**src/rtl/spectrum_vga_renderer.sv**
```systemverilog
// rtl/spectrum_vga_renderer.sv - VGA bar-graph renderer for the adapted spectrum buffer
// Counters -> flag/data register -> output register; one 10-bit bin per column.
module spectrum_vga_renderer #(
  parameter int CLK_DIV  = 2,
  parameter int X_OFFSET = 64,
  parameter int N_BINS   = 512,
  parameter int H_ACTIVE = 640,
  parameter int H_FP     = 16,
  parameter int H_SYNC   = 96,
  parameter int H_BP     = 48,
  parameter int V_ACTIVE = 480,
  parameter int V_FP     = 10,
  parameter int V_SYNC   = 2,
  parameter int V_BP     = 33
) (
  input  logic        clk,
  input  logic        rst_n,
  input  logic        adaptation_done_i,
  input  logic [15:0] adapt_buff_q_i,
  output logic [9:0]  read_adapt_buff_addr_o,
  output logic        frame_start_o,
  output logic        vga_hs_o,
  output logic        vga_vs_o,
  output logic        vga_blank_n_o,
  output logic [7:0]  vga_r_o,
  output logic [7:0]  vga_g_o,
  output logic [7:0]  vga_b_o
);

  localparam int H_TOTAL = H_ACTIVE + H_FP + H_SYNC + H_BP;
  localparam int V_TOTAL = V_ACTIVE + V_FP + V_SYNC + V_BP;
  localparam int HW = $clog2(H_TOTAL);
  localparam int VW = $clog2(V_TOTAL);
  localparam int DW = (CLK_DIV > 1) ? $clog2(CLK_DIV) : 1;

  localparam logic [DW-1:0] DIV_LAST   = DW'(CLK_DIV - 1);
  localparam logic [HW-1:0] H_LAST     = HW'(H_TOTAL - 1);
  localparam logic [HW-1:0] H_ACT_END  = HW'(H_ACTIVE);
  localparam logic [HW-1:0] H_SYNC_BEG = HW'(H_ACTIVE + H_FP);
  localparam logic [HW-1:0] H_SYNC_END = HW'(H_ACTIVE + H_FP + H_SYNC);
  localparam logic [HW-1:0] BIN_BEG    = HW'(X_OFFSET);
  localparam logic [HW-1:0] BIN_END    = HW'(X_OFFSET + N_BINS);
  localparam logic [VW-1:0] V_LAST     = VW'(V_TOTAL - 1);
  localparam logic [VW-1:0] V_ACT_END  = VW'(V_ACTIVE);
  localparam logic [VW-1:0] V_SYNC_BEG = VW'(V_ACTIVE + V_FP);
  localparam logic [VW-1:0] V_SYNC_END = VW'(V_ACTIVE + V_FP + V_SYNC);
  localparam logic [VW-1:0] V_BASE     = VW'(V_ACTIVE - 1);
  localparam logic [9:0]    HT_MAX     = 10'(V_ACTIVE - 1);
  localparam logic [23:0]   WHITE      = 24'hFFFFFF;
  localparam logic [23:0]   GREEN      = 24'h00FF00;

  logic [DW-1:0] div_q, div_d;
  logic [HW-1:0] hcnt_q, hcnt_d;
  logic [VW-1:0] vcnt_q, vcnt_d;
  logic          pending_q, pending_d;
  logic          data_valid_q, data_valid_d;
  logic          frame_start_q;
  logic          ce, frame_evt;

  logic h_act0, v_act0, hs0, vs0, in_bin0;

  logic          act1_q, hs1_q, vs1_q, in_bin1_q;
  logic [VW-1:0] vcnt1_q;
  logic [8:0]    bin1_q;

  logic        hs2_q, vs2_q, blank_n2_q;
  logic [23:0] rgb_q, rgb_d;
  logic [9:0]  height, thresh;

  logic unused_q_bits;
  assign unused_q_bits = ^{adapt_buff_q_i[15:10], adapt_buff_q_i[0]};

  assign ce        = (div_q == DIV_LAST);
  // Counters are about to step from the last active line into vertical blank.
  assign frame_evt = ce && (hcnt_q == H_LAST) && (vcnt_q == V_BASE);

  assign h_act0   = (hcnt_q < H_ACT_END);
  assign v_act0   = (vcnt_q < V_ACT_END);
  assign hs0      = !((hcnt_q >= H_SYNC_BEG) && (hcnt_q < H_SYNC_END));
  assign vs0      = !((vcnt_q >= V_SYNC_BEG) && (vcnt_q < V_SYNC_END));
  assign in_bin0  = (hcnt_q >= BIN_BEG) && (hcnt_q < BIN_END);

  assign read_adapt_buff_addr_o = in_bin0 ? 10'(hcnt_q - BIN_BEG) : 10'd0;

  always_comb begin
    div_d        = ce ? '0 : div_q + 1'b1;
    hcnt_d       = hcnt_q;
    vcnt_d       = vcnt_q;
    pending_d    = pending_q | adaptation_done_i;
    data_valid_d = data_valid_q;
    if (ce) begin
      if (hcnt_q == H_LAST) begin
        hcnt_d = '0;
        vcnt_d = (vcnt_q == V_LAST) ? '0 : vcnt_q + 1'b1;
      end else begin
        hcnt_d = hcnt_q + 1'b1;
      end
    end
    if (frame_evt) begin
      data_valid_d = data_valid_q | pending_q | adaptation_done_i;
      pending_d    = 1'b0;
    end
  end

  // Bar is lit when its clamped height reaches above this row, measured up from the baseline.
  always_comb begin
    height = ({1'b0, bin1_q} > HT_MAX) ? HT_MAX : {1'b0, bin1_q};
    thresh = HT_MAX - 10'(vcnt1_q);
    rgb_d  = '0;
    if (act1_q && in_bin1_q) begin
      if (vcnt1_q == V_BASE) begin
        rgb_d = WHITE;
      end else if (data_valid_q && (height > thresh)) begin
        rgb_d = GREEN;
      end
    end
  end

  always_ff @(posedge clk) begin
    if (!rst_n) begin
      div_q         <= '0;
      hcnt_q        <= '0;
      vcnt_q        <= '0;
      pending_q     <= 1'b0;
      data_valid_q  <= 1'b0;
      frame_start_q <= 1'b0;
      act1_q        <= 1'b0;
      hs1_q         <= 1'b1;
      vs1_q         <= 1'b1;
      in_bin1_q     <= 1'b0;
      vcnt1_q       <= '0;
      bin1_q        <= '0;
      hs2_q         <= 1'b1;
      vs2_q         <= 1'b1;
      blank_n2_q    <= 1'b0;
      rgb_q         <= '0;
    end else begin
      div_q         <= div_d;
      hcnt_q        <= hcnt_d;
      vcnt_q        <= vcnt_d;
      pending_q     <= pending_d;
      data_valid_q  <= data_valid_d;
      frame_start_q <= frame_evt;
      if (ce) begin
        act1_q     <= h_act0 && v_act0;
        hs1_q      <= hs0;
        vs1_q      <= vs0;
        in_bin1_q  <= in_bin0;
        vcnt1_q    <= vcnt_q;
        bin1_q     <= adapt_buff_q_i[9:1];
        hs2_q      <= hs1_q;
        vs2_q      <= vs1_q;
        blank_n2_q <= act1_q;
        rgb_q      <= rgb_d;
      end
    end
  end

  assign frame_start_o = frame_start_q;
  assign vga_hs_o      = hs2_q;
  assign vga_vs_o      = vs2_q;
  assign vga_blank_n_o = blank_n2_q;
  assign vga_r_o       = rgb_q[23:16];
  assign vga_g_o       = rgb_q[15:8];
  assign vga_b_o       = rgb_q[7:0];

endmodule

```
**config.mk**
```make
export PLATFORM = sky130hd
export DESIGN_NAME = spectrum_vga_renderer
export DESIGN_NICKNAME = d
export VERILOG_FILES = /design/src/rtl/spectrum_vga_renderer.sv
export SDC_FILE = /design/constraint.sdc
export NUM_CORES = 1
export LEC_CHECK = 0
export CORE_ASPECT_RATIO = 0.9
export CORE_UTILIZATION = 30
export DETAILED_ROUTE_END_ITERATION = 12
export GPL_TIMING_DRIVEN = 0
export SYNTH_ARGS = -nofsm -noshare
export SYNTH_HDL_FRONTEND = slang
export SYNTH_SLANG_ARGS = --single-unit
```
**constraint.sdc**
```tcl
create_clock -name clk -period 2.6 [get_ports clk]
set_clock_uncertainty 0.05 [all_clocks]
set_input_delay 0.26 -clock clk [delete_from_list [all_inputs] [get_ports clk]]
set_output_delay 0.26 -clock clk [all_outputs]
set_load 0.01 [all_outputs]
```
==> metrics.md, run 1 <==
| Metric | Value |
|---|---|
| Initial drt markers | `77` |
| NetSw | `between 300 and 400 uW` |
| Area of the multi-input gates | `about 1600 um2` |
| WHS | `approximately 0.45 ns` |
| Prevailing post-synth register cell | `dfxtp_1` |
| Achievable Freq | `around 410 MHz` |
| Synthesized Nets | `roughly 370` |
| Maximum clock path buffer count | `2` |
| Slowest cell on the critical path | `clkdlybuf4s50_1` |
| Global-route wire length before repair | `10500 um` |
| H-tree Lvls | `2` |
| Share of cells above drive strength 1 | `approximately an eighth` |
| Num CTS Buffers | `5` |
| Syn avg cell area | `around 8.9 um2` |
| Worst hold path type | `reg -> reg` |
| P_int | `1.05 mW` |
| Synth top area share | `between 30% and 40%` |
| WL final | `6030 um` |
| Final Critical Period | `2.42 ns` |
| Port Buffer Count | `49` |
| TNS Setup | `0 ns` |
| Crit path largest cell delay | `about 0.53 ns` |
| Status | `finished clean` |
| Hold Buf Count CTS | `0` |
| Grt ovf | `0` |
| Pre-CTS setup slack | `0.199 ns` |
| Die Ht | `95.5 um` |
| Core area | `a little over 9000 um2` |
| P&R area growth vs syn | `25.1%` |
| I/O Pins | `57` |
| Combinational fraction of design power | `just over 8%` |
| Slew @ Worst Pin | `0.484 ns` |
| Max-Cap Viols | `0` |
| Clk sinks | `52` |
| Clk network pwr share | `between 30 and 40%` |
| FFs w/ async S/R, synth | `0%` |
| Worst slew margin | `67.7%` |
| R2R Setup Slk | `roughly 0.52 ns` |
| R2R Path Start | `bin1_q[7]` |
| Synthesized flop and latch total | `52` |
| Final setup viols | `0` |
| Flop pwr share | `59.7%` |
| Wire per inst | `approximately 12 um` |
| Residual DRC | `0` |
| Power Dens Cells | `about 380 nW/um2` |
| Yosys warnings | `0` |
| CP Launch Type | `flop` |
| Cells after Synth | `between 300 and 400` |
| RR Endpoint | `rgb_q[15]` |
| Tcrit/Tclk final | `93.1%` |
| Initial Util | `about a third` |
| Avg Vias per Cell | `4.51` |
| Clock Pin Slew Worst Setup and Hold Paths | `around 0.090 ns` |
| Root Driver | `clkbuf_8` |
| Sw Share | `23.5%` |
| Reg area | `1050 um2` |
| Final setup margin | `about 0.18 ns` |
| P_leak | `1.44 nW` |
| Hold Crit Endpoint | `vga_vs_o` |
| Arrival time worst endpoint | `2.11 ns` |
| VDD IR max | `between 0.00015 and 0.0002 V` |
| Cell Area, Synth | `2920 um2` |
| Synth area leaders | `dfxtp_1 (36%), ha_1 (8.6%), mux2i_1 (8.2%)` |
| NumNets Final | `roughly 420` |
| Pre-antenna DRT Iters | `4` |
| # diodes | `0` |
| Die width | `about 110 um` |
| Post-CTS setup buffers | `0` |
| CTS tree | `yes` |
| Final hold viol count | `0` |
| Critical path cell sequence | `inv_1, ha_1, nand2b_1, nor2_1, a21boi_2, and2_1, clkdlybuf4s50_1` |
| Hold Crit Depth | `2` |
| Most common cell in the netlist | `dfxtp_1` |
| Reg2reg path depth | `8` |
| Count of cell types in the netlist | `43` |
| Required time of the worst setup path | `between 2 and 2.5 ns` |
| Core Rows | `33` |
| Final Core Density | `~40%` |
| Worst-skew pair later-pin latency | `roughly 0.30 ns` |
| Final GP Congestion | `~0.78` |
| Crit-path max FO | `6` |
| Critical Path End Type | `output port` |
| RSZ-0062 raised after global routing | `false` |
| Setup CP Type | `reg -> out` |
| Largest net degree at the start of global routing | `18` |
| Antenna viol nets, final | `0` |
| Seq/Total Area, Yosys | `a little over a third` |
| Slew Limit Fails | `0` |
| Overall Power | `between 1 and 1.5 mW` |
| Initial antenna violation count | `0` |
| Hold Crit Start | `vs1_q` |
| # fillers | `approximately 950` |
| Hpwl dp | `roughly 4700 um` |
| DR vias | `approximately 2300` |
| Vias in the first global route | `roughly 2300` |
| Die area | `between 10000 and 15000 um2` |
| Commonest cells post-synth | `dfxtp_1 (52), nor2_1 (31), nor2b_1 (29), mux2i_1 (24), nand2_1 (24)` |
| EDFF count, synth | `0` |
| Gr usage total | `between 10 and 15%` |
| Leading area contributor after synthesis | `dfxtp_1` |
## worst max-delay path by stage
stage / cells after the start / startpoint / end
2_1_floorplan: 8 / bin1_q[7] / rgb_q[15]
3_3_place_gp: 7 / hcnt_q[6] / read_adapt_buff_addr_o[2]
3_5_place_dp: 7 / hcnt_q[6] / read_adapt_buff_addr_o[2]
4_1_cts: 8 / hcnt_q[7] / read_adapt_buff_addr_o[8]
5_1_grt: 8 / hcnt_q[7] / read_adapt_buff_addr_o[8]
6_report: 7 / hcnt_q[7] / read_adapt_buff_addr_o[5]
## registers in the layout (all words and copies together) (netlist names)
register / count
vga_blank_n_o: 1
rgb_q: 2
vga_vs_o: 1
hs1_q: 1
in_bin1_q: 1
hcnt_q: 10
vcnt1_q: 10
frame_start_o: 1
pending_q: 1
vga_hs_o: 1
bin1_q: 9
vcnt_q: 10
ce: 1
vs1_q: 1
act1_q: 1
data_valid_q: 1
## metal layers
metal	GRT usage, %	vias to the layer above	share of wire (%)
met5	0	-	0
met4	3.59	0	1.4
met3	2.32	8	3.5
met2	22.2	49	46
met1	16.7	1046	49
li1	-	1172	-
## metrics by stage
step,instance area (um2),instances
floorplan,2920,326
global route,3650,504
CTS,3640,504
global placement,3560,497
detailed placement,3560,497
finish,3650,504
## kinds of logic after synthesis
kind of cell,share of synthesized area (%)
simple gates,26.4
flops,35.7
buf+inv,9.95
mux,8.24
compound gates,5.11
xor+xnor,6.01
fa+ha+maj,8.58
## power by group through the flow
stage                     clock network (mW)  registers, mW  logic, mW
final                                  0.443          0.821      0.112
after global placement                     0          0.840      0.111
after floorplan                            0          0.838     0.0761
after global routing                   0.494          0.824      0.125
after detailed placement                   0          0.841      0.113
after CTS                              0.460          0.822      0.113
## worst max-delay path: cells and delay by family (launching register included)
| family | cells | cell delay [ns] |
|---|---|---|
| AO/OA/AOI/OAI | 1 | 0.23 |
| adder cells (fa/ha/maj) | 1 | 0.20 |
| buffers and inverters | 2 | 0.64 |
| flip-flops | 1 | 0.39 |
| AND/OR/NAND/NOR | 3 | 0.35 |
## timing repair
| action | in CTS | in global routing |
|---|---|---|
| resized for setup | 3 | 3 |
| endpoints found under the setup margin | 2 | 10 |
| hold endpoints to repair | 0 | 0 |
| pin swaps | 0 | 0 |
## layout make-up
| class | count | share of cell area [%] |
|---|---|---|
| Sequential cell | 52 | 28.7 |
| Multi-Input combinational cell | 223 | 43.6 |
| Clock buffer | 6 | 1.99 |
| Tap cell | 122 | 4.18 |
| Inverter | 15 | 1.54 |
| Clock inverter | 1 | 0.137 |
| Timing Repair Buffer | 49 | 13.4 |
| Buffer | 36 | 6.41 |
## cell usage in the layout, fill, tap and decap left out, drive strengths merged, types with 11 or more instances in the layout
cell type,synthesis,routed
clkbuf,6,12
nand2,26,26
xnor2,11,11
clkdlybuf4s50,0,49
ha,20,20
nor2,32,32
inv,15,15
mux2i,24,24
buf,30,30
nor2b,29,29
dfxtp,52,52
No activity file was read; power rests on OpenSTA's default activity.
==> inputs of run 2 (changes only) <==
--- a/config.mk
+++ b/config.mk
@@ -5,6 +5,7 @@
 export SDC_FILE = /design/constraint.sdc
 export NUM_CORES = 1
 export LEC_CHECK = 0
+export ABC_CLOCK_PERIOD_IN_PS = 2600
 export CORE_ASPECT_RATIO = 0.9
 export CORE_UTILIZATION = 30
 export DETAILED_ROUTE_END_ITERATION = 12
==> results of run 2 <==
The final DEF is identical to that of run 1; final timing and power are the same.
